<file path="src/rtl/i2c_master_pkg.sv">
// Shared definitions for the I2C master transaction sequencer: byte-engine
// command codes, sequencer states and address-byte formatting.
package i2c_master_pkg;

   localparam logic [2:0] CMD_NONE   = 3'd0;
   localparam logic [2:0] CMD_START  = 3'd1;
   localparam logic [2:0] CMD_RSTART = 3'd2;
   localparam logic [2:0] CMD_WRITE  = 3'd3;
   localparam logic [2:0] CMD_READ   = 3'd4;
   localparam logic [2:0] CMD_STOP   = 3'd5;

   localparam logic [4:0] TEN_BIT_HDR = 5'b11110;

   typedef enum logic [3:0] {
      IDLE,
      START,
      ADDR_HI,
      ADDR_LO,
      RSTART,
      ADDR_RD,
      WAIT_TX,
      WRITE,
      WAIT_RX,
      READ,
      STOP
   } state_t;

   // First address byte on the bus; in 10-bit mode the direction bit is
   // always write here, the read header goes out after the repeated START.
   function automatic logic [7:0] addr_hi_byte(input logic       ten_bit,
                                               input logic [9:0] addr,
                                               input logic       rw);
      return ten_bit ? {TEN_BIT_HDR, addr[9:8], 1'b0} : {addr[6:0], rw};
   endfunction

endpackage

</file>
<file path="src/rtl/i2c_master_byte_counter.sv">
// Remaining-data-byte counter for the master sequencer: parallel load,
// saturating decrement, zero and last-byte flags.
module i2c_master_byte_counter #(
   parameter int unsigned COUNT_WIDTH = 8
) (
   input  logic                   clk,
   input  logic                   rst,
   input  logic                   load,
   input  logic [COUNT_WIDTH-1:0] load_value,
   input  logic                   decrement,
   output logic                   zero,
   output logic                   last
);

   logic [COUNT_WIDTH-1:0] remaining;

   always_ff @(posedge clk) begin
      if (rst) begin
         remaining <= '0;
      end else if (load) begin
         remaining <= load_value;
      end else if (decrement && (remaining != '0)) begin
         remaining <= remaining - 1'b1;
      end
   end

   assign zero = (remaining == '0);
   assign last = (remaining == COUNT_WIDTH'(1));

endmodule

</file>
<file path="src/rtl/i2c_master_sequencer.sv">
// I2C master transaction sequencer: turns one start request into the ordered
// START / address / data / STOP command stream for the master byte engine.
module i2c_master_sequencer
   import i2c_master_pkg::*;
#(
   parameter int unsigned COUNT_WIDTH = 8
) (
   input  logic                   clk,
   input  logic                   rst,
   input  logic                   start_request,
   input  logic                   rw_mode,
   input  logic                   address_mode,
   input  logic [9:0]             bus_address,
   input  logic [COUNT_WIDTH-1:0] data_count,
   input  logic                   TX_fifo_empty,
   input  logic [7:0]             tx_data,
   input  logic                   RX_fifo_full,
   output logic [2:0]             cmd,
   output logic [7:0]             cmd_data,
   output logic                   cmd_nack,
   output logic                   cmd_valid,
   input  logic                   cmd_done,
   input  logic                   ack_received,
   input  logic [7:0]             rx_byte,
   output logic                   TX_read_enable_master,
   output logic                   RX_write_enable_master,
   output logic [7:0]             rx_data_master,
   output logic                   busy_master,
   output logic                   ack_error_set_master,
   output logic                   set_transaction_complete_master
);

   state_t     state;
   logic       rw_q;
   logic       ten_q;
   logic [9:0] addr_q;

   logic cnt_load;
   logic cnt_dec;
   logic cnt_zero;
   logic cnt_last;

   always_comb begin
      cnt_load = (state == IDLE) && start_request;
      cnt_dec  = cmd_valid && cmd_done &&
                 ((state == READ) || ((state == WRITE) && ack_received));
   end

   i2c_master_byte_counter #(
      .COUNT_WIDTH(COUNT_WIDTH)
   ) u_byte_counter (
      .clk       (clk),
      .rst       (rst),
      .load      (cnt_load),
      .load_value(data_count),
      .decrement (cnt_dec),
      .zero      (cnt_zero),
      .last      (cnt_last)
   );

   // A zero byte count turns the transaction into an address probe.
   function automatic state_t data_phase(input logic none_left, input logic rd);
      if (none_left) begin
         return STOP;
      end
      return rd ? WAIT_RX : WAIT_TX;
   endfunction

   always_ff @(posedge clk) begin
      if (rst) begin
         state                           <= IDLE;
         rw_q                            <= 1'b0;
         ten_q                           <= 1'b0;
         addr_q                          <= '0;
         cmd                             <= CMD_NONE;
         cmd_data                        <= '0;
         cmd_nack                        <= 1'b0;
         cmd_valid                       <= 1'b0;
         TX_read_enable_master           <= 1'b0;
         RX_write_enable_master          <= 1'b0;
         rx_data_master                  <= '0;
         busy_master                     <= 1'b0;
         ack_error_set_master            <= 1'b0;
         set_transaction_complete_master <= 1'b0;
      end else begin
         TX_read_enable_master           <= 1'b0;
         RX_write_enable_master          <= 1'b0;
         ack_error_set_master            <= 1'b0;
         set_transaction_complete_master <= 1'b0;

         // Retiring a command is common to every command state; each state
         // below only issues its command and picks the successor on cmd_done.
         if (cmd_valid && cmd_done) begin
            cmd_valid <= 1'b0;
            cmd       <= CMD_NONE;
            cmd_nack  <= 1'b0;
         end

         case (state)
            IDLE: begin
               if (start_request) begin
                  rw_q        <= rw_mode;
                  ten_q       <= address_mode;
                  addr_q      <= bus_address;
                  busy_master <= 1'b1;
                  state       <= START;
               end
            end
            START: begin
               if (!cmd_valid) begin
                  cmd_valid <= 1'b1;
                  cmd       <= CMD_START;
               end else if (cmd_done) begin
                  state <= ADDR_HI;
               end
            end
            ADDR_HI: begin
               if (!cmd_valid) begin
                  cmd_valid <= 1'b1;
                  cmd       <= CMD_WRITE;
                  cmd_data  <= addr_hi_byte(ten_q, addr_q, rw_q);
               end else if (cmd_done) begin
                  if (!ack_received) begin
                     ack_error_set_master <= 1'b1;
                     state                <= STOP;
                  end else if (ten_q) begin
                     state <= ADDR_LO;
                  end else begin
                     state <= data_phase(cnt_zero, rw_q);
                  end
               end
            end
            ADDR_LO: begin
               if (!cmd_valid) begin
                  cmd_valid <= 1'b1;
                  cmd       <= CMD_WRITE;
                  cmd_data  <= addr_q[7:0];
               end else if (cmd_done) begin
                  if (!ack_received) begin
                     ack_error_set_master <= 1'b1;
                     state                <= STOP;
                  end else if (rw_q) begin
                     state <= RSTART;
                  end else begin
                     state <= data_phase(cnt_zero, 1'b0);
                  end
               end
            end
            RSTART: begin
               if (!cmd_valid) begin
                  cmd_valid <= 1'b1;
                  cmd       <= CMD_RSTART;
               end else if (cmd_done) begin
                  state <= ADDR_RD;
               end
            end
            ADDR_RD: begin
               if (!cmd_valid) begin
                  cmd_valid <= 1'b1;
                  cmd       <= CMD_WRITE;
                  cmd_data  <= {TEN_BIT_HDR, addr_q[9:8], 1'b1};
               end else if (cmd_done) begin
                  if (!ack_received) begin
                     ack_error_set_master <= 1'b1;
                     state                <= STOP;
                  end else begin
                     state <= data_phase(cnt_zero, 1'b1);
                  end
               end
            end
            WAIT_TX: begin
               if (!TX_fifo_empty) begin
                  TX_read_enable_master <= 1'b1;
                  cmd_data              <= tx_data;
                  state                 <= WRITE;
               end
            end
            WRITE: begin
               if (!cmd_valid) begin
                  cmd_valid <= 1'b1;
                  cmd       <= CMD_WRITE;
               end else if (cmd_done) begin
                  if (!ack_received) begin
                     ack_error_set_master <= 1'b1;
                     state                <= STOP;
                  end else begin
                     state <= cnt_last ? STOP : WAIT_TX;
                  end
               end
            end
            WAIT_RX: begin
               if (!RX_fifo_full) begin
                  state <= READ;
               end
            end
            READ: begin
               if (!cmd_valid) begin
                  cmd_valid <= 1'b1;
                  cmd       <= CMD_READ;
                  cmd_nack  <= cnt_last;
               end else if (cmd_done) begin
                  rx_data_master         <= rx_byte;
                  RX_write_enable_master <= 1'b1;
                  state                  <= cnt_last ? STOP : WAIT_RX;
               end
            end
            STOP: begin
               if (!cmd_valid) begin
                  cmd_valid <= 1'b1;
                  cmd       <= CMD_STOP;
               end else if (cmd_done) begin
                  set_transaction_complete_master <= 1'b1;
                  busy_master                     <= 1'b0;
                  state                           <= IDLE;
               end
            end
            default: begin
               state <= IDLE;
            end
         endcase
      end
   end

endmodule

</file>
<file path="config.mk">
export PLATFORM = sky130hd
export DESIGN_NAME = i2c_master_sequencer
export DESIGN_NICKNAME = d
export VERILOG_FILES = /design/src/rtl/i2c_master_pkg.sv /design/src/rtl/i2c_master_byte_counter.sv /design/src/rtl/i2c_master_sequencer.sv
export SDC_FILE = /design/constraint.sdc
export NUM_CORES = 1
export LEC_CHECK = 0
export BUFFER_PORTS_ARGS = -buffer_cell sky130_fd_sc_hd__buf_2
export CORE_MARGIN = 5
export CORE_UTILIZATION = 53
export DETAILED_ROUTE_END_ITERATION = 6
export PLACE_DENSITY = 0.8
export RECOVER_POWER = 25
export SLEW_MARGIN = 30
export SYNTH_ARGS = -nofsm -noshare
export SYNTH_HDL_FRONTEND = slang
export SYNTH_SLANG_ARGS = --single-unit
</file>
<file path="constraint.sdc">
create_clock -name clk -period 3.15 [get_ports clk]
set_input_delay 0.63 -clock clk [delete_from_list [all_inputs] [get_ports clk]]
set_output_delay 0.63 -clock clk [all_outputs]
set_load 0.05 [all_outputs]
</file>
Word-level counts from Yosys, hierarchy flattened
Cells that the tools add are included.

Logic and storage cells: 158. Input port bits: 43. Output and inout bits: 26. Bits in registers: 50.

Equal/unequal tests: 33. Bitwise logic cells: 6. Add/sub/neg operators: 1. Mux-type cells: 80. Reduce and logical (&&, ||, !) cells: 23.

Operators with widths (number): two-way mux 4 bit (31); two-way mux 8 bit (7); inequality test 2 bit (second input constant) (22); case mux 4 bit (11 select lines) (1); case mux 8 bit (4 select lines) (1); two-way mux 1 bit (31); AND reduction 19 bit (1); two-way mux 3 bit (6); == test 4 x 3 -> 1 bit (second input constant) (4); case mux 3 bit (5 select lines) (1); == test 4 bit (second input constant) (3); == test 4 x 2 -> 1 bit (second input constant) (2); == test 8 x 1 -> 1 bit (second input constant) (1); zero test 8 bit (1); nonzero test 8 bit (1); OR reduction 4 bit (2); OR reduction 8 bit (1); subtractor 8 x 1 -> 8 bit (second input constant) (1); inverter 1 bit (6); OR reduction 2 bit (3); logical AND 1 bit (5); AND reduction 5 bit (1); == test 4 x 1 -> 1 bit (second input constant) (1); zero test 4 bit (1); other kinds (8) (9).

Depth between registers and ports, before layout
Gate-level depths: netlist of the first run.

Word-level depth: 14. Mapped depth: 8. Depth with buffers taken out: 6.

Modules after synthesis
From an unflattened synthesis of the first run, not the netlist that was laid out.

Cell total of the unflattened synthesis: 345. Area total of the unflattened synthesis: 2770.2 sq um.

By module, submodules not included: i2c_master_sequencer (cells an instance 283, area each 2245.9 sq um, times used 1, seq. area each 840.8 sq um); i2c_master_byte_counter (cells an instance 62, area each 524.3 sq um, times used 1, seq. area each 160.2 sq um).

Least setup slack after synthesis of the first run
Ideal clock, no wire load.

Path type: register to register. Start: register cmd_valid. End: register u_byte_counter.remaining[5]. Setup time: 91 ps. Stages on the path, launching flop included: 6. Data required time: 3059 ps. Arrival: 1998 ps. Period minus slack after synthesis: 2089 ps. Slack: 1061 ps. Buffers on the path: 0. Cell sequence: dfxtp_1 -> nand2_1 -> a211oi_4 -> nand3_2 -> or4_1 -> a311oi_1.

Longest elaborated chain between the ends: 4.

RTL lines: from (decl) (line i2c_master_sequencer.sv:21) `output logic cmd_valid,`; from (signal assigned) (line i2c_master_sequencer.sv:78) `cmd_valid <= 1'b0;`; from (signal assigned) (line i2c_master_sequencer.sv:94) `cmd_valid <= 1'b0;`; from (signal assigned) (line i2c_master_sequencer.sv:111) `cmd_valid <= 1'b1;`; logical AND 1 bit (2 in a row) (line i2c_master_sequencer.sv:45) `cnt_dec = cmd_valid && cmd_done &&`; logical AND 1 bit (line i2c_master_byte_counter.sv:22) `end else if (decrement && (remaining != '0)) begin`; nonzero test 2 bit (no source line); to (signal assigned) (line i2c_master_byte_counter.sv:21) `remaining <= load_value;`; to (signal assigned) (line i2c_master_byte_counter.sv:23) `remaining <= remaining - 1'b1;`; to (decl) (line i2c_master_byte_counter.sv:15) `logic [COUNT_WIDTH-1:0] remaining;`.

Every way passes these cells. A chain may end at the register's enable or synchronous reset.

Final worst setup path of the first run
Start: register state[2]. End: register u_byte_counter.remaining[5].

Longest elaborated chain between the ends: 6. Elaborated cells between the ends (all ways): 10. Classes of those cells: 2 x eq/ne; 1 x mux; 7 x reduce/logical.

RTL lines: from (decl) (line i2c_master_sequencer.sv:33) `state_t state;`; from (signal assigned) (line i2c_master_sequencer.sv:129) `state <= data_phase(cnt_zero, rw_q);`; from (signal assigned) (line i2c_master_sequencer.sv:145) `state <= data_phase(cnt_zero, 1'b0);`; from (signal assigned) (line i2c_master_sequencer.sv:167) `state <= data_phase(cnt_zero, 1'b1);`; == test 4 x 3 -> 1 bit (line i2c_master_sequencer.sv:46) `((state == READ) || ((state == WRITE) && ack_received));`; logical AND 1 bit (line i2c_master_sequencer.sv:46); logical OR 1 bit (line i2c_master_sequencer.sv:46); logical AND 1 bit (line i2c_master_sequencer.sv:45); logical AND 1 bit (line i2c_master_byte_counter.sv:22); nonzero test 2 bit (no source line).

Parallel ways exist; a longest one is shown, timed or not.

==> results of run 1 <==
[routing by layer]
layer | track usage | vias up | share of wire | wire, microns
met1 | 0.295 | 1200 | 0.45 | 3050
met4 | 0.0693 | 0 | 0.014 | 93
li1 | - | 1340 | - | -
met2 | 0.308 | 112 | 0.44 | 2930
met3 | 0.0537 | 13 | 0.096 | 643
met5 | 0 | - | 0 | 0
[area by class of cell]
cell class,count,area [sq um],share of cell area
multi-input combinational,257,1580,0.503
timing repair buffer,74,363,0.116
inverter,5,18.8,0.00599
tap,70,87.6,0.0279
sequential,50,1000,0.319
clock buffer,6,72.6,0.0232
clock inverter,2,13.8,0.00439
[metrics by stage]
step / area [sq um] / utilization
final: 3130 / 0.622
after global placement: 3070 / 0.609
after floorplan: 2710 / -
after global routing: 3130 / 0.622
after detailed placement: 3070 / 0.609
after CTS: 3160 / 0.626
[power breakdown]
group | internal (mW) | switching [mW] | total, mW
Clock | 0.157 | 0.204 | 0.361
Sequential | 0.765 | 0.170 | 0.935
Combinational | 0.421 | 0.770 | 1.19
[registers in the layout (all words and copies together), names as in the netlist, 3 cells and up]
name	count
u_byte_counter.remaining	8
cmd_data	8
cmd	3
state	4
addr_q	10
rx_data_master	8
[worst paths after layout]
check,start,to,depth (start not counted)
worst max-delay path,state[2],u_byte_counter.remaining[5],5
worst min-delay path,addr_q[8],addr_q[8],2
worst max register to register,state[2],u_byte_counter.remaining[5],5
worst min register to register,addr_q[8],addr_q[8],2
[critical path, cell delays in order, from the launching register on]
cell      delay (ns)
dfxtp_1         0.90
nand4b_1        0.31
a211oi_4        0.46
nand3_2         0.15
or4_1           0.42
a311oi_1        0.26
[layout by cell type, fill, tap and decap left out, types with 5 or more instances in the layout]
cell type	n
nand2b_1	12
inv_1	5
nand2_1	35
clkbuf_1	19
clkbuf_8	5
o221ai_1	5
nor2_1	43
o22a_1	5
a211oi_1	11
buf_4	6
dfxtp_1	50
a21oi_1	29
o21ai_0	9
nor3_1	6
nor2b_1	5
mux2i_1	10
nand3_1	9
buf_2	50
[logic make-up (layout without fill, tap and decap cells)]
group | count (synthesis) | in the layout | share of synthesized area
AOI/OAI and AO/OA | 95 | 95 | 0.246
xor gates and xnor gates | 6 | 6 | 0.0194
adders and majority gates | 3 | 3 | 0.0139
buffers and inverters | 32 | 87 | 0.0480
DFF | 50 | 50 | 0.370
muxes | 10 | 10 | 0.0370
and+or+nand+nor | 143 | 143 | 0.266
==> results.md, run 1 <==
- Grt total ovfl: 0
- Depth of the CTS H-tree: 2
- Final setup margin: 0.542 ns
- Inserted Diodes: 0
- Wire per inst: 14.5 microns
- Num rows: 26
- Routed vias: 2,665
- Number of global-route vias before repair: 2,448
- Worst-case vdd ir drop: 0.472 mV
- Die Y: 81.5 microns
- Hold Crit Class: reg -> reg
- First-pass GRT wire length: 11.0 mm
- # DRC: 0
- Max cap viols: 0
- Post-cts resize count: 0
- Die W: 81.5 microns
- Worst slew pin tran: 0.878 ns
- List of most frequent post-synthesis cells: dfxtp_1 (50), nor2_1 (43), nand2_1 (35)
- Relative slew slack: 0.414
- Clock Skew: 0.00807 ns
- Area leader, netlist: dfxtp_1
- Synth warnings: 0
- Sink Count: 50
- WS Path Type: reg -> reg
- Worst Path Arrival: 2.81 ns
- Cell Area, Synth: 2710 sq um
- Initial drt markers: 272
- Finish-stage setup viols: 0
- Syn_nets: 385
- Final-layout fill cell count: 465
- Synth-to-layout area growth: 15.7%
- Post-Layout Cell Count: 464
- Tot Pwr: 2.49 mW
- Worst hold slack: 0.460 ns
- Synth Register Bits: 50
- Placed Instances: 456
- Setup slack after placement: 0.573 ns
- Layout Nets: 439
- Vias per cell: 5.74
- Post-synth ARST share: 0
- Port bufs: 68
- Top cells by area, synth: dfxtp_1 (37%), nor2_1 (6.0%), a21oi_1 (5.4%)
- Worst-Skew Late Latency: 0.30 ns
- Share of cells above drive strength 1: 0.178
- Full die area: 6640 sq um
- CTS tree: done
- Post-synth cell types: 60
- Initial antenna violation count: 0
- Yosys top cell area share: 0.370
- Final HPWL DP: 4.87 mm
- LEAKAGE: 1.24 nW
- GP Congestion: 0.930
- Starting Density: 0.537
- FF-to-FF setup slack: 0.54 ns
- Top-Level Pins: 69
- Detail Route Antenna Nets: 0
- Post-CTS setup buffer count: 0
- Status: finished, final reports clean
- Power Dens Cells: 794 nW/um^2
- Syn Inst Count: 339
- Required time of the critical path: 3.35 ns
- Final worst path period need: 2.61 ns
- Mapped Avg Cell Area: 7.99 sq um
- Clock-pin slew on the worst setup and hold paths: 0.09 ns
- Final WL: 6.72 mm
- Core area: 5040 sq um
- Setup TNS: 0 ns
- Post-synth EDFFs: 0
- Startpoint types: register
- Global-route usage over all layers: 0.209
- Seq/Total Area, Yosys: 0.370
- Slew Viols, Final: 0
- Critical Path Fanout Max: 30
- Fin crit share: 0.828
- Max clock buf depth: 2
- Most common cell in the synthesized netlist: dfxtp_1
- Most used flip-flop cell after synthesis: dfxtp_1
- Hold_buf cts: 0
- Largest net degree at the start of global routing: 51
- DRT Pass-1 Iters: 4
- Fmax: 383 MHz
- RSZ-0062 raised after global routing: false
- CTS root buffer: clkbuf_8
- TritonCTS Buffers: 5
- Hold violation count in the final report: 0
- Crit. End Element: register
Power figures use the tool's default switching activity.
==> run 2: changes to the inputs <==
--- a/config.mk
+++ b/config.mk
@@ -5,11 +5,12 @@
 export SDC_FILE = /design/constraint.sdc
 export NUM_CORES = 1
 export LEC_CHECK = 0
+export ABC_AREA = 1
 export BUFFER_PORTS_ARGS = -buffer_cell sky130_fd_sc_hd__buf_2
 export CORE_MARGIN = 5
-export CORE_UTILIZATION = 53
+export CORE_UTILIZATION = 48
 export DETAILED_ROUTE_END_ITERATION = 6
-export PLACE_DENSITY = 0.8
+export PLACE_DENSITY = 0.76
 export RECOVER_POWER = 25
 export SLEW_MARGIN = 30
 export SYNTH_ARGS = -nofsm -noshare
==> constraint.sdc (replaced) <==
create_clock -name clk -period 2.28 [get_ports clk]
set_input_delay 0.456 -clock clk [delete_from_list [all_inputs] [get_ports clk]]
set_output_delay 0.456 -clock clk [all_outputs]
set_load 0.05 [all_outputs]
==> run 2 against run 1 <==
The run now ends with DRC left. Final cell count increased by 13%. Via count increased by 4.1%. Combinational power up 75%. Synthesized cell count rose by 15%. Critical path depth up 2. Area after synthesis is 0.65% lower. First-iteration DRC count decreased by 22%. Sequential power up 38%. Fmax is 41% higher. Wire length grew 0.12%. Clock skew decreased by 0.00052 ns. Critical path type unchanged.
==> results.md, run 2 <==
- Status: finished with violations
- Violated checks: DRC
- Sw Ratio: 0.489 (+0.0285)
- List of most frequent post-synthesis cells: nand2_1 (82), dfxtp_1 (50), a21oi_1 (43)
- Yosys top cell area share: 0.372 (+0.00241)
- Combinational share of power: 0.539 (+0.060)
- Top reg by flops: addr_q
- Worst r2r src: state[0]
- M2 GR Usage: 0.302 (-0.00533)
- Leading cell type in the layout, fill and taps excluded: nand2_1
- Final worst path period need: 1.84 ns (-0.763 ns)
- Top cell by count, worst path: nand2_1
- Global-route usage over all layers: 0.185 (-0.0237)
- GR peak layer: met2
- Worst Path Arrival: 2.03 ns (-0.78 ns)
- LEAKAGE: 1.37 nW (+11%)
- Port bufs: 68 (unchanged)
- Clock Skew: 0.00755 ns (-0.000522 ns)
- Internal: 1.97 mW (+47%)
- Post-CTS setup buffer count: 0 (unchanged)
- Critical Path Fanout Max: 11 (-63%)
- Post-synth ARST share: 0 (unchanged)
- Reg2Reg Depth: 7 (+2)
- Depth of the CTS H-tree: 2 (unchanged)
- Top-Level Pins: 69 (unchanged)
- Wire per inst: 12.8 microns (-12%)
- WS Path Type: reg -> reg
- TritonCTS Buffers: 5 (unchanged)
- First-pass GRT wire length: 11.0 mm (unchanged)
- Mapped Avg Cell Area: 6.88 sq um (-14%)
- R2r endpoint: rx_data_master[6]
- Vias per cell: 5.29 (-8.0%)
- Max FFs per register: 10 (unchanged)
- Die W: 84.9 microns (+4.2%)
- # DRC: 1 (+1)
- Max cap viols: 0 (unchanged)
- Placed Instances: 518 (+14%)
- Post-synth cell types: 38 (-37%)
- Layout Nets: 499 (+14%)
- Power Dens Cells: 1240 nW/um^2 (+56%)
- Number of global-route vias before repair: 2,459 (+0.45%)
- Required time of the critical path: 2.46 ns (-0.89 ns)
- Post-cts resize count: 0 (unchanged)
- Critical path origin: state[0]
- Utilization after layout: 0.568 (-0.0539)
- Area leader, netlist: dfxtp_1
- Hold Crit Class: in -> reg
- DRT Pass-1 Iters: 7 (+3)
- Share of cells above drive strength 1: 0.201 (+0.0232)
- Tot Pwr: 3.85 mW (+55%)
- Setup crit end: rx_data_master[6]
- Crit. End Element: register
- Grt total ovfl: 0 (unchanged)
- Initial drt markers: 213 (-22%)
- Worst-case vdd ir drop: 0.701 mV (+49%)
- GP Congestion: 0.923 (-0.76%)
- Most used flip-flop cell after synthesis: dfxtp_1
- Fmax: 542 MHz (+41%)
- Detail Route Antenna Nets: 0 (unchanged)
- Final-layout fill cell count: 564 (+21%)
- Most common cell in the synthesized netlist: nand2_1
- CP max stage cell: dfxtp_1
- Final HPWL DP: 5.11 mm (+4.9%)
- CTS tree: done
- Sink Count: 50 (unchanged)
- Inserted Diodes: 0 (unchanged)
- Fin crit share: 0.809 (-0.0188)
- NetSw: 1.88 mW (+65%)
- CP bufs+invs: 2 (+2)
- GR Layer Usage met1: 0.247 (-0.0480)
- Clk network pwr share: 0.125 (-0.020)
- Seq/Total Area, Yosys: 0.372 (+0.00241)
- Crit path depth: 7 (+2)
- Full die area: 7200 sq um (+8.5%)
- Synth-to-layout area growth: 15.4%
- CTS root buffer: clkbuf_8
- Final WL: 6.73 mm (+0.12%)
- Post-Layout Cell Count: 525 (+13%)
- Relative slew slack: 0.531 (+0.117)
- Setup TNS: 0 ns (unchanged)
- Synth warnings: 0 (unchanged)
- Startpoint types: register
- Crit path cell chain: inv_2, nor2_1, nand2_2, inv_1, nand2_1, nand2_1, a21oi_1
- Cell Area, Synth: 2690 sq um (-0.65%)
- Worst-Skew Late Latency: 0.30 ns (about the same)
- Syn Inst Count: 391 (+15%)
- Slew Viols, Final: 0 (unchanged)
- Finish-stage setup viols: 0 (unchanged)
- Starting Density: 0.492 (-0.0455)
- RSZ-0062 raised after global routing: false
- Worst slew pin tran: 0.703 ns (-0.175 ns)
- Synth Register Bits: 50 (unchanged)
- Clock-pin slew on the worst setup and hold paths: 0.08 ns (about the same)
- Die Y: 84.9 microns (+4.2%)
- Initial antenna violation count: 0 (unchanged)
- Routed vias: 2,775 (+4.1%)
- Hold_buf cts: 0 (unchanged)
- Top cells by area, synth: dfxtp_1 (37%), nand2_1 (11%), a21oi_1 (8.0%)
- Largest net degree at the start of global routing: 24 (-53%)
- Core area: 5470 sq um (+8.5%)
- FF-to-FF setup slack: 0.44 ns (-0.11 ns)
- CP delay by family, top: simple AND/OR/NAND/NOR gates
- Syn_nets: 437 (+14%)
- Most frequent cells in the layout: nand2_1 (82), buf_2 (53), dfxtp_1 (50)
- Met3 usage: 0.0369 (-0.0168)
- Num rows: 27 (+3.8%)
- Hold violation count in the final report: 0 (unchanged)
- Post-synth EDFFs: 0 (unchanged)
- Register share of total power: 0.336 (-0.040)
- CP peak stage delay: 0.43 ns (-0.47 ns)
- Max clock buf depth: 2 (unchanged)
-- run 2: cell types whose count changed after synthesis, sizes merged, moves of 18 or more --
cell / previous run / this run
nand2: 35 / 89
o21ai: 9 / 38
inv: 5 / 35
a21oi: 29 / 49
clkbuf: 23 / 5
nand3: 10 / 43
-- run 2: how the worst min path moves through the flow --
stage                   startpoint        end  slack [ns]  depth (start not counted)
detailed placement          cmd[0]     cmd[0]        0.44                          2
floorplan                addr_q[7]  addr_q[7]        0.43                          2
global placement            cmd[0]     cmd[0]        0.44                          2
finish              bus_address[1]  addr_q[1]        0.40                          3
global route        bus_address[1]  addr_q[1]        0.40                          3
CTS                 bus_address[1]  addr_q[1]        0.40                          3
-- run 2: worst register-to-register path, stage by stage, from the launching register on --
cell     delay [ns]
dfxtp_1        0.43
inv_2          0.08
nor2_1         0.26
nand2_2        0.20
inv_1          0.30
nand2_1        0.27
nand2_1        0.12
a21oi_1        0.06
-- run 2: final cells by class --
class                           instances  area [sq um]  share of cell area
Inverter                               36           135              0.0435
Sequential cell                        50          1000               0.322
Timing Repair Buffer                   71           344               0.111
Multi-Input combinational cell        289          1460               0.470
Tap cell                               72          90.1              0.0290
Clock buffer                            7          76.3              0.0246
-- run 2: logic make-up after synthesis --
family | synth area share
AOI/OAI and AO/OA | 0.206
xor gates and xnor gates | 0.0130
adders and majority gates | 0.0139
buffers and inverters | 0.0846
DFF | 0.372
muxes | 0.00744
and+or+nand+nor | 0.303
-- run 2: power by group through the flow --
stage	clock network, mW	logic [mW]	registers, mW
global route	0.533	2.31	1.33
finish	0.483	2.08	1.29
detailed placement	0	2.07	1.31
global placement	0	2.04	1.30
CTS	0.497	2.08	1.29
floorplan	0	1.41	1.59
-- run 2: per-stage QoR --
stage	hold WS [ns]	setup slack, ns	cell area (sq um)
finish	0.404	0.436	3110
detailed placement	0.438	0.514	3050
CTS	0.399	0.501	3130
global placement	0.437	0.570	3050
global route	0.400	0.287	3110
floorplan	0.425	0.548	2690
-- run 2: layer usage --
metal,vias up,wire length [microns]
li1,1420,-
met1,1234,3050
met2,107,3110
met3,14,437
met4,0,123
met5,-,0
==> run 3: changes to the inputs <==
--- a/config.mk
+++ b/config.mk
@@ -5,12 +5,12 @@
 export SDC_FILE = /design/constraint.sdc
 export NUM_CORES = 1
 export LEC_CHECK = 0
-export ABC_AREA = 1
+export ABC_AREA = 0
 export BUFFER_PORTS_ARGS = -buffer_cell sky130_fd_sc_hd__buf_2
 export CORE_MARGIN = 5
-export CORE_UTILIZATION = 48
+export CORE_UTILIZATION = 53
 export DETAILED_ROUTE_END_ITERATION = 6
-export PLACE_DENSITY = 0.76
+export PLACE_DENSITY = 0.8
 export RECOVER_POWER = 25
 export SLEW_MARGIN = 30
 export SYNTH_ARGS = -nofsm -noshare
==> constraint.sdc (replaced) <==
create_clock -name clk -period 1.92 [get_ports clk]
set_input_delay 0.384 -clock clk [delete_from_list [all_inputs] [get_ports clk]]
set_output_delay 0.384 -clock clk [all_outputs]
set_load 0.05 [all_outputs]
==> run 3 against run 2 <==
The flow finishes with violations (setup timing). Clock skew decreased by 0.0038 ns. Critical path depth increased by 1. Wire length increased by 7.9%. Combinational power increased by 16%. Die area decreased by 7.8%. Non-clock buffer count increased by 24. Global-route usage increased by 3.2 points. Critical endpoint is now u_byte_counter.remaining[5].
==> results.md, run 3 (synthesized netlist as in run 1, its figures left out) <==
- Slew Viols, Final: 0 (unchanged)
- Largest net degree at the start of global routing: 30 (+25%)
- Hold violation count in the final report: 0 (unchanged)
- Grt total ovfl: 0 (unchanged)
- Clock-pin slew on the worst setup and hold paths: 0.09 ns (about the same)
- Register share of total power: 0.323 (-0.013)
- Detail Route Antenna Nets: 0 (unchanged)
- WS Path Type: reg -> reg
- Num rows: 26 (-3.7%)
- Routed vias: 2,773 (-0.072%)
- Sw Ratio: 0.451 (-0.0374)
- Top reg by flops: addr_q
- Hold_buf cts: 0 (unchanged)
- Combinational share of power: 0.544 (+0.005)
- Worst-Skew Late Latency: 0.30 ns (about the same)
- Final worst path period need: 1.96 ns (+0.113 ns)
- NetSw: 2.00 mW (+6.1%)
- Full die area: 6640 sq um (-7.8%)
- Critical path origin: state[3]
- Relative slew slack: 0.656 (+0.125)
- Post-Layout Cell Count: 484 (-7.8%)
- RSZ-0062 raised after global routing: true
- Fin crit share: 1.02 (+0.211)
- CTS tree: done
- Worst Path Arrival: 2.13 ns (+0.10 ns)
- Global-route usage over all layers: 0.217 (+0.0325)
- Most frequent cells in the layout: buf_2 (68), dfxtp_1 (47), nor2_1 (43)
- Hold worst-path end: TX_read_enable_master
- Synth-to-layout area growth: 25.5%
- Worst hold slack: 0.271 ns (-0.132 ns)
- DRT Pass-1 Iters: 4 (-3)
- Violated checks: setup timing
- HP Start: TX_fifo_empty
- Hold Crit Class: in -> reg
- Number of global-route vias before repair: 2,529 (+2.8%)
- Die W: 81.5 microns (-4.0%)
- Hold Path Stages: 2 (-1)
- Power Dens Cells: 1300 nW/um^2 (+5.1%)
- Placed Instances: 473 (-8.7%)
- Core area: 5040 sq um (-7.9%)
- FF-to-FF setup slack: -0.04 ns (-0.47 ns)
- GP Congestion: 0.874 (-5.3%)
- Final HPWL DP: 5.27 mm (+3.1%)
- Leading cell type in the layout, fill and taps excluded: buf_2
- Vias per cell: 5.73 (+8.4%)
- Setup TNS: -0.0376 ns (-0.0376 ns)
- Port bufs: 68 (unchanged)
- Internal: 2.43 mW (+23%)
- Clock Skew: 0.00373 ns (-0.00382 ns)
- First-pass GRT wire length: 11.3 mm (+2.9%)
- Final WL: 7.25 mm (+7.9%)
- Final-layout fill cell count: 423 (-25%)
- Startpoint types: register
- Required time of the critical path: 2.09 ns (-0.37 ns)
- Wire per inst: 15.0 microns (+17%)
- Max cap viols: 0 (unchanged)
- Crit. End Element: register
- Die Y: 81.5 microns (-4.0%)
- Worst r2r src: state[3]
- Max FFs per register: 10 (unchanged)
- Initial antenna violation count: 0 (unchanged)
- Top-Level Pins: 69 (unchanged)
- R2r endpoint: u_byte_counter.remaining[5]
- Reg2Reg Depth: 8 (+1)
- Clk network pwr share: 0.133 (+0.008)
- Depth of the CTS H-tree: 2 (unchanged)
- Sink Count: 50 (unchanged)
- Final setup margin: -0.0376 ns (-0.473 ns)
- Fmax: 511 MHz (-5.8%)
- Starting Density: 0.537 (+0.0455)
- Worst-case vdd ir drop: 0.776 mV (+11%)
- # DRC: 0 (-1)
- Layout Nets: 460 (-7.8%)
- Inserted Diodes: 0 (unchanged)
- Status: finished with violations
- Worst slew pin tran: 0.516 ns (-0.187 ns)
- Initial drt markers: 151 (-29%)
- CTS root buffer: clkbuf_8
- Critical Path Fanout Max: 3 (-8)
- LEAKAGE: 1.43 nW (+4.3%)
- Finish-stage setup viols: 1 (+1)
- Max clock buf depth: 2 (unchanged)
- TritonCTS Buffers: 5 (unchanged)
- Share of cells above drive strength 1: 0.292 (+0.0914)
## run 3: worst max-delay path by stage
stage | endpoint | cells after the start
after global placement | u_byte_counter.remaining[5] | 5
after detailed placement | u_byte_counter.remaining[5] | 5
after floorplan | u_byte_counter.remaining[5] | 6
after global routing | u_byte_counter.remaining[5] | 8
final | u_byte_counter.remaining[5] | 8
after CTS | u_byte_counter.remaining[5] | 5
## run 3: per-layer routing
metal,track usage,up-vias,share of wire
met5,0,-,0
met4,0.0625,0,0.023
met3,0.0493,19,0.072
met2,0.351,102,0.48
met1,0.290,1274,0.43
li1,-,1378,-
## run 3: power groups by stage
stage | sequential, mW | clock (mW) | combinational [mW]
after floorplan | 1.67 | 0 | 1.37
after global placement | 1.44 | 0 | 2.18
after detailed placement | 1.45 | 0 | 2.23
after CTS | 1.43 | 0.604 | 2.26
after global routing | 1.45 | 0.645 | 2.65
final | 1.43 | 0.589 | 2.41
## run 3: what timing repair did
action	4_1_cts	5_1_grt
setup buffers	3	1
pin swaps	4	1
endpoints found under the setup margin	5	12
gates resized for setup	3	13
hold endpoints to repair	0	0
## run 3: worst max-delay path, cell delays in order, from the launching register on
cell and delay [ns]:
dfxtp_2 0.34, buf_6 0.11, nand4b_1 0.26, a211oi_4 0.34, nand3_2 0.12, buf_4 0.15, buf_4 0.13, o31ai_2 0.24
a311oi_2 0.13
## run 3: area by class of cell
type	count	area, sq um	share of cell area
inverter	5	18.8	0.00552
clock buffer	6	72.6	0.0214
timing repair buffer	95	559	0.165
sequential	50	1000	0.296
tap	70	87.6	0.0258
clock inverter	1	7.51	0.00221
multi-input combinational	257	1650	0.485
## run 3: metrics by stage
stage | total power, mW | setup WS, ns | util | area [sq um]
2_1_floorplan | 3.05 | -0.0641 | - | 2710
5_1_grt | 4.75 | -0.143 | 0.674 | 3400
6_report | 4.43 | -0.0376 | 0.674 | 3400
3_5_place_dp | 3.68 | -0.0285 | 0.637 | 3210
3_3_place_gp | 3.62 | 0.0906 | 0.637 | 3210
4_1_cts | 4.29 | -0.00784 | 0.658 | 3320
